<file path="src/rtl/uart_frame_tx.sv">
// UART transmit framer: pops one FIFO word and writes SOF, payload bytes and an
// optional checksum (enabled with `UART_FRAME_CHECKSUM_EN) to the UART core.
module uart_frame_tx #(
  parameter int         FRAME_BYTES  = 5,
  parameter logic [7:0] SOF_BYTE     = 8'hA5,
  parameter bit         MSB_FIRST    = 1'b1,
  parameter int         READ_LATENCY = 1,
  parameter int         GUARD_CYCLES = 2
) (
  input  logic                     Clock,
  input  logic                     Reset,
  input  logic                     Fifo_Empty,
  input  logic [FRAME_BYTES*8-1:0] Fifo_Read_Data,
  output logic                     Fifo_Read_Enable,
  input  logic                     UART_TX_Ready,
  output logic                     UART_TX_Enable,
  output logic [7:0]               UART_TX_Data,
  output logic                     Busy,
  output logic                     Diag_Valid,
  output logic [15:0]              Frame_Count
);

  // state  | meaning
  // IDLE   | no frame; pop when FIFO not empty
  // POP    | pop strobe cycle; capture here when READ_LATENCY=0
  // WAIT_Q | waiting for FIFO Q; capture on terminal count
  // SEND   | byte pending, waiting for UART_TX_Ready
  // GUARD  | post-write hold-off, UART_TX_Ready ignored

  localparam int W = FRAME_BYTES * 8;
`ifdef UART_FRAME_CHECKSUM_EN
  localparam int TAIL = FRAME_BYTES + 1;
`else
  localparam int TAIL = FRAME_BYTES;
`endif
  localparam logic [4:0] TAIL_LOAD  = 5'(TAIL);
  localparam logic [1:0] WAIT_LOAD  = (READ_LATENCY > 0) ? 2'(READ_LATENCY - 1) : 2'd0;
  localparam logic [2:0] GUARD_LOAD = 3'(GUARD_CYCLES);

  typedef enum logic [2:0] {
    IDLE   = 3'd0,
    POP    = 3'd1,
    WAIT_Q = 3'd2,
    SEND   = 3'd3,
    GUARD  = 3'd4
  } state_t;

  state_t       state;
  logic [W-1:0] shreg;
  logic [7:0]   next_byte;
  logic [4:0]   bytes_left;
  logic [1:0]   wait_cnt;
  logic [2:0]   guard_cnt;
  logic         last_write;
`ifdef UART_FRAME_CHECKSUM_EN
  logic [7:0]   sum_acc;
  logic [7:0]   sum_base;
`endif

  logic         capture;
  logic         emit;
  logic [W-1:0] load_src;
  logic [4:0]   emit_left;
  logic [7:0]   emit_byte;

  function automatic logic [7:0] head_byte(input logic [W-1:0] v);
    if (MSB_FIRST) return v[W-1 -: 8];
    else           return v[7:0];
  endfunction

  function automatic logic [W-1:0] shift_out(input logic [W-1:0] v);
    if (MSB_FIRST) return v << 8;
    else           return v >> 8;
  endfunction

  // On capture the SOF goes out straight away if the UART is ready, so the
  // write path sees either the fresh FIFO word or the working shift register.
  always_comb begin
    capture = 1'b0;
    if (state == POP && READ_LATENCY == 0) capture = 1'b1;
    if (state == WAIT_Q && wait_cnt == 2'd0) capture = 1'b1;
    emit      = (capture || state == SEND) && UART_TX_Ready;
    load_src  = capture ? Fifo_Read_Data : shreg;
    emit_left = capture ? TAIL_LOAD : bytes_left;
    emit_byte = capture ? SOF_BYTE : next_byte;
`ifdef UART_FRAME_CHECKSUM_EN
    sum_base  = capture ? 8'd0 : sum_acc;
`endif
  end

  always_ff @(posedge Clock) begin
    if (Reset) begin
      state            <= IDLE;
      shreg            <= '0;
      next_byte        <= 8'd0;
      bytes_left       <= 5'd0;
      wait_cnt         <= 2'd0;
      guard_cnt        <= 3'd0;
      last_write       <= 1'b0;
      Fifo_Read_Enable <= 1'b0;
      UART_TX_Enable   <= 1'b0;
      UART_TX_Data     <= 8'd0;
      Busy             <= 1'b0;
      Diag_Valid       <= 1'b0;
      Frame_Count      <= 16'd0;
`ifdef UART_FRAME_CHECKSUM_EN
      sum_acc          <= 8'd0;
`endif
    end else begin
      Fifo_Read_Enable <= 1'b0;
      UART_TX_Enable   <= 1'b0;
      Diag_Valid       <= 1'b0;

      case (state)
        IDLE: begin
          if (!Fifo_Empty) begin
            Fifo_Read_Enable <= 1'b1;
            Busy             <= 1'b1;
            state            <= POP;
          end
        end
        POP: begin
          if (READ_LATENCY != 0) begin
            wait_cnt <= WAIT_LOAD;
            state    <= WAIT_Q;
          end
        end
        WAIT_Q: begin
          if (wait_cnt != 2'd0) wait_cnt <= wait_cnt - 2'd1;
        end
        SEND: ;
        GUARD: begin
          if (guard_cnt != 3'd0) begin
            guard_cnt <= guard_cnt - 3'd1;
          end else if (last_write) begin
            last_write  <= 1'b0;
            Busy        <= 1'b0;
            Diag_Valid  <= 1'b1;
            Frame_Count <= Frame_Count + 16'd1;
            state       <= IDLE;
          end else begin
            state <= SEND;
          end
        end
        default: state <= IDLE;
      endcase

      if (capture && !UART_TX_Ready) begin
        shreg      <= Fifo_Read_Data;
        next_byte  <= SOF_BYTE;
        bytes_left <= TAIL_LOAD;
`ifdef UART_FRAME_CHECKSUM_EN
        sum_acc    <= 8'd0;
`endif
        state      <= SEND;
      end

      if (emit) begin
        UART_TX_Enable <= 1'b1;
        UART_TX_Data   <= emit_byte;
        guard_cnt      <= GUARD_LOAD;
        state          <= GUARD;
        if (emit_left == 5'd0) begin
          last_write <= 1'b1;
        end else begin
          bytes_left <= emit_left - 5'd1;
`ifdef UART_FRAME_CHECKSUM_EN
          if (emit_left == 5'd1) begin
            next_byte <= (~sum_base) + 8'd1;
          end else begin
            next_byte <= head_byte(load_src);
            shreg     <= shift_out(load_src);
            sum_acc   <= sum_base + head_byte(load_src);
          end
`else
          next_byte <= head_byte(load_src);
          shreg     <= shift_out(load_src);
`endif
        end
      end
    end
  end

endmodule

</file>
<file path="config.mk">
export PLATFORM = sky130hd
export DESIGN_NAME = uart_frame_tx
export DESIGN_NICKNAME = d
export VERILOG_FILES = /design/src/rtl/uart_frame_tx.sv
export SDC_FILE = /design/constraint.sdc
export NUM_CORES = 1
export LEC_CHECK = 0
export ABC_AREA = 1
export BUFFER_PORTS_ARGS = -buffer_cell sky130_fd_sc_hd__buf_4
export CAP_MARGIN = 20
export CORE_MARGIN = 4
export CORE_UTILIZATION = 52
export DETAILED_ROUTE_END_ITERATION = 7
export PLACE_DENSITY = 0.77
export SLEW_MARGIN = 0
export SYNTH_ARGS = -nofsm -noshare
export SYNTH_HDL_FRONTEND = slang
export SYNTH_SLANG_ARGS = --single-unit
</file>
<file path="constraint.sdc">
create_clock -name Clock -period 2.1 [get_ports Clock]
set_input_delay 0.315 -clock Clock [delete_from_list [all_inputs] [get_ports Clock]]
set_output_delay 0.315 -clock Clock [all_outputs]
set_load 0.005 [all_outputs]
</file>
Word level (Yosys, flattened, before mapping)
Cells that the tools add are included.
{"block": "op_classes", "add_sub_neg": 4, "n_eq_ne": 14, "n_mux": 35, "bitwise_logic": 3, "n_reduce_logical": 25}
{"operator": "2-to-1 mux 40 bit", "n": 4}
{"operator": "2-to-1 mux 8 bit", "n": 4}
{"operator": "2-to-1 mux 5 bit", "n": 4}
{"operator": "adder 16 x 1 -> 16 bit (second input constant)", "n": 1}
{"operator": "2-to-1 mux 3 bit", "n": 4}
{"operator": "one-hot mux 3 bit (4 select lines)", "n": 1}
{"operator": "2-to-1 mux 1 bit", "n": 11}
{"operator": "2-to-1 mux 2 bit", "n": 5}
{"operator": "nonzero test 2 bit", "n": 5}
{"operator": "AND reduction 3 bit", "n": 3}
{"operator": "!= test 4 bit (second input constant)", "n": 2}
{"operator": "equality test 3 x 2 -> 1 bit (second input constant)", "n": 2}
{"operator": "!= test 2 bit (second input constant)", "n": 3}
{"operator": "!= test 3 bit (second input constant)", "n": 2}
{"operator": "AND reduction 2 bit", "n": 3}
{"operator": "OR reduction 2 bit", "n": 3}
{"operator": "logical NOT 5 bit", "n": 1}
{"operator": "subtractor 5 x 1 -> 5 bit (second input constant)", "n": 1}
{"operator": "!= test 2 x 1 -> 1 bit (second input constant)", "n": 2}
{"operator": "one-hot mux 2 bit (2 select lines)", "n": 1}
{"operator": "AND reduction 4 bit", "n": 1}
{"operator": "equality test 3 x 1 -> 1 bit (second input constant)", "n": 1}
{"operator": "equality test 3 bit (second input constant)", "n": 1}
{"operator": "logical AND 1 bit", "n": 3}
{"operator": "other kinds (11)", "n": 13}
{"block": "word_totals", "reg_bits": 90, "output_inout_bits": 28, "word_cells": 96}

Longest topological paths before layout
{"block": "logic_depth", "ltp_word": 7, "ltp_mapped": 15}

Worst setup path after synthesis
No wires, ideal clock.
{"block": "synth_timing", "path_kind": "register -> register", "from": "reg wait_cnt[0]", "to": "reg shreg[30]", "setup_time_ps": 113, "t_arrival_ps": 1975, "required_time_ps": 1987, "path_slack_ps": 13, "stages_incl_launch_ff": 15, "path_buffers": 4, "period_less_slack_ps": 2087, "path_cell_list": "dfxtp_1 inv_1 ha_1 nand4_2 buf_6 buf_6 buf_2 nand2_1 ha_1 nand4_1 nor2_2 nor2_4 buf_6 nor2_1 nor2_1"}
{"block": "synth_via", "elab_chain_cells": 7, "word_cells_on_any_way": 12, "cone_classes": "6 x mux; 6 x reduce/logical"}
{"item": "start, declared", "line_no": "52", "source": "logic [1:0] wait_cnt;"}
{"item": "start signal, assigned", "line_no": "129", "source": "if (wait_cnt != 2'd0) wait_cnt <= wait_cnt - 2'd1;"}
{"item": "logical NOT 2 bit *", "line_no": "81", "source": "if (state == WAIT_Q && wait_cnt == 2'd0) capture = 1'b1;"}
{"item": "logical AND 1 bit *", "line_no": "81"}
{"item": "2-to-1 mux 1 bit *", "line_no": "81"}
{"item": "2-to-1 mux 5 bit or logical AND 1 bit (tied branches)", "line_no": "84, 148"}
{"item": "logical NOT 5 bit or 2-to-1 mux 40 bit (tied branches)", "line_no": "163, 148"}
{"item": "2-to-1 mux 40 bit", "line_no": "163", "source": "if (emit_left == 5'd0) begin"}
{"item": "2-to-1 mux 40 bit *", "line_no": "158", "source": "if (emit) begin"}
{"item": "end signal, assigned", "line_no": "149", "source": "shreg <= Fifo_Read_Data;"}
{"item": "end signal, assigned", "line_no": "177", "source": "shreg <= shift_out(load_src);"}
{"item": "end, declared", "line_no": "49", "source": "logic [W-1:0] shreg;"}
Every way passes the cells marked *; elsewhere a longest branch is shown, timed or not.
A chain may end at the register's enable or synchronous reset.

Worst setup path after layout
{"block": "layout_timing", "from": "reg wait_cnt[0]", "to": "reg shreg[28]"}
The elaborated chain is that of the path after synthesis.

==> reports/qor.yml <==
cells_and_area:
  antenna_cells: 0
  nets: 917
  fin_util: 0.6493
  fin_area_mm2: 0.006000
  final_cells: 1004
  area_growth_pct: 21.15
  drive_gt1_frac: 0.1646
  fill_cells: 819
power_and_ir_drop:
  p_per_area_mw_per_mm2: 1199
  vdd_drop_max_mv: 0.6416
  power.leakage_uw: 0.002623
logic_synthesis:
  synth_edf_count: 0
  synth_cells: 799
  yosysTopAreaCell: "dfxtp_1"
  syn_avg_cell_area_um2: 6.198
  syn_nets: 846
  syn_area_mm2: 0.004952
  synth-seq-cells: 90
  ys_seq_area_frac: 0.3638
  synth_area_leaders: "dfxtp_1 (36%), nand2_1 (17%), nor2_1 (8.3%)"
  synth.distinct_cells: 34
  synthFlopType: "dfxtp_1"
  async_reset_ff_frac: 0
  synth_warnings: 0
  yosysTopAreaCellShare: 0.3638
run:
  cap_viol_max_count: 0
clock_network:
  clock_latency_ns: 0.37
  cts_buffers: 9
  clock_sinks: 90
  htree_levels: 3
  root_buffer: "clkbuf_8"
  cts_hold_buf: 0
  cts_max_path_buffers: 2
  cts_tree: "yes"
  clkSlewWorstSetupHoldPaths_ns: 0.09
global_routing:
  grt_pass1_wl_um: 20280
  grt_usage: 0.2160
  antenna_found_initial: 0
  overflow: 0
  first_global_vias: 4639
  grt_max_degree: 72
timing:
  post-route-period-util: 0.9736
  post-route-min-period_ns: 2.045
  whs_ns: 0.1158
  slew_viol_final: 0
  setup_viol: 0
  hold_viol: 0
  worst_pin_slew_ns: 0.6271
  fin_setup_tns_ns: 0
  maxClockFrequency_mhz: 489.1
  relSlewSlack: 0.5820
  skew_ns: 0.01281
routing:
  dr.pass1.iters: 5
  ant_nets: 0
  vias: 5087
  post_drt_wl_per_cell_um: 12.37
  routed_wl_um: 12420
  drt_iter0_markers: 352
  vias_per_cell: 5.067
  drc_errors: 0
placed_design:
  gp_congestion: 0.8499
  hpwlAfterDp_um: 7665
  io_buffers: 71
  dpl.cell_count: 975
  dpl_cell_area_mm2: 0.005580
worst_setup_path:
  cp_data_required_time_ns: 2.37
  critPathLaunchType: "flop"
  cp_max_fo: 11
  path_class: "flop to flop"
  arrival_ns: 2.31
  endpoint_kind: "flop"
min_path:
  hold_path.class: "input port to flop"
floorplan:
  die-area_mm2: 0.01115
  io_pins: 72
  die_h_um: 105.6
  fp.coreArea_mm2: 0.009240
  initial_core_util: 0.5360
  die_x_um: 105.6
  fp-row-count: 35
run_status:
  outcome: "complete, no violations"
==> per-stage QoR <==
stage,total power [µW],setup WS [ns]
final,7192,0.05539
after CTS,6648,-0.002380
after global placement,5122,-0.1637
after floorplan,4463,0.01273
after detailed placement,5204,-0.2745
after global routing,7710,-0.1018
==> registers in the layout, indices dropped and copies added, names as in the netlist <==
| signal | cells |
|---|---|
| shreg | 40 |
| Busy | 1 |
| UART_TX_Enable | 1 |
| last_write | 1 |
| Frame_Count | 16 |
| UART_TX_Data | 8 |
| guard_cnt | 3 |
| Fifo_Read_Enable | 1 |
| state | 3 |
| next_byte | 8 |
| Diag_Valid | 1 |
| wait_cnt | 2 |
| bytes_left | 5 |
==> critical path: stages (launching register included) <==
cell and delay [ns]:
dfxtp_1 0.32, inv_1 0.05, ha_2 0.21, nand4_4 0.12, inv_4 0.04, nor2_2 0.11, ha_1 0.20, nand4_1 0.20
nor2_4 0.18, buf_12 0.14, nor2_4 0.04, buf_12 0.15, nor2_1 0.11, nor2_1 0.06
==> cell families (layout without fill, tap and decap cells) <==
group,after synthesis,after routing,share of synthesized area
simple gates,439,442,0.3737
buf+inv,153,226,0.1339
compound gates,109,109,0.1122
flops,90,90,0.3638
xor+xnor,5,5,0.008842
fa+ha+maj,3,3,0.007580
==> layer usage <==
layer  routed length, µm  part of all wire  vias up  global-route usage
li1                    -                 -     2624                   -
met1                5683              0.46     2291              0.2744
met2                5871              0.47      149              0.3634
met3                 638             0.051       23             0.03797
met4                 229             0.018        0             0.08603
met5                   0                 0        -                   0
==> final timing paths <==
kind / end / slack (ns) / start / cells after the start
worst min register to register: UART_TX_Data[1]$_SDFFE_PP0P_ / 0.46 / UART_TX_Data[1]$_SDFFE_PP0P_ / 2
worst max register to register: shreg[28]$_SDFF_PP0_ / 0.06 / wait_cnt[0]$_SDFFE_PP0P_ / 13
worst max-delay path: shreg[28]$_SDFF_PP0_ / 0.06 / wait_cnt[0]$_SDFFE_PP0P_ / 13
worst min-delay path: Fifo_Read_Enable$_SDFF_PP0_ / 0.12 / Fifo_Empty / 2
==> cells in the final DEF, fill, tap and decap left out, types with 2 or more instances in the layout <==
cell	count
inv_1	104
nor2_4	10
dfxtp_1	90
o21ai_1	8
buf_12	6
or2_2	5
inv_2	4
a211oi_1	2
nand2_4	3
inv_6	3
nor2_1	109
nand4_1	4
a21oi_1	30
nor3_1	13
inv_4	2
clkinv_2	2
buf_4	90
nand3_1	64
xor2_1	4
o21ai_0	67
bufinv_16	2
clkbuf_8	9
nand2_1	227
ha_1	2
==> cell type report <==
type / instances / area, µm² / share of cell area
repair buffers: 98 / 832.0 / 0.1387
well taps: 129 / 161.4 / 0.02690
clock buffers: 9 / 123.9 / 0.02065
flip-flops and latches: 90 / 1802 / 0.3003
inverters: 112 / 426.7 / 0.07112
clock inverters: 7 / 98.84 / 0.01648
multi-input cells: 559 / 2555 / 0.4259
==> power by group <==
| group | switching [µW] | internal [µW] | total, µW |
|---|---|---|---|
| registers | 180 | 2030 | 2210 |
| clock network | 668 | 681 | 1350 |
| logic | 2140 | 1490 | 3640 |
==> synth_stat cells, types with 5 or more instances <==
cell type  count
a21oi_1       30
buf_2         15
buf_6          8
clkbuf_1      14
dfxtp_1       90
inv_1        104
inv_2          6
nand2_1      227
nand3_1       64
nor2_1       110
nor3_1        13
o21ai_0       67
o21ai_1        8
or2_2          5
==> repair_timing <==
item,CTS,global route
setup buffers,0,9
pin swaps,2,7
gates cloned,2,2
endpoints found under the setup margin,49,54
gates resized for setup,4,8
Power figures use the tool's default switching activity.
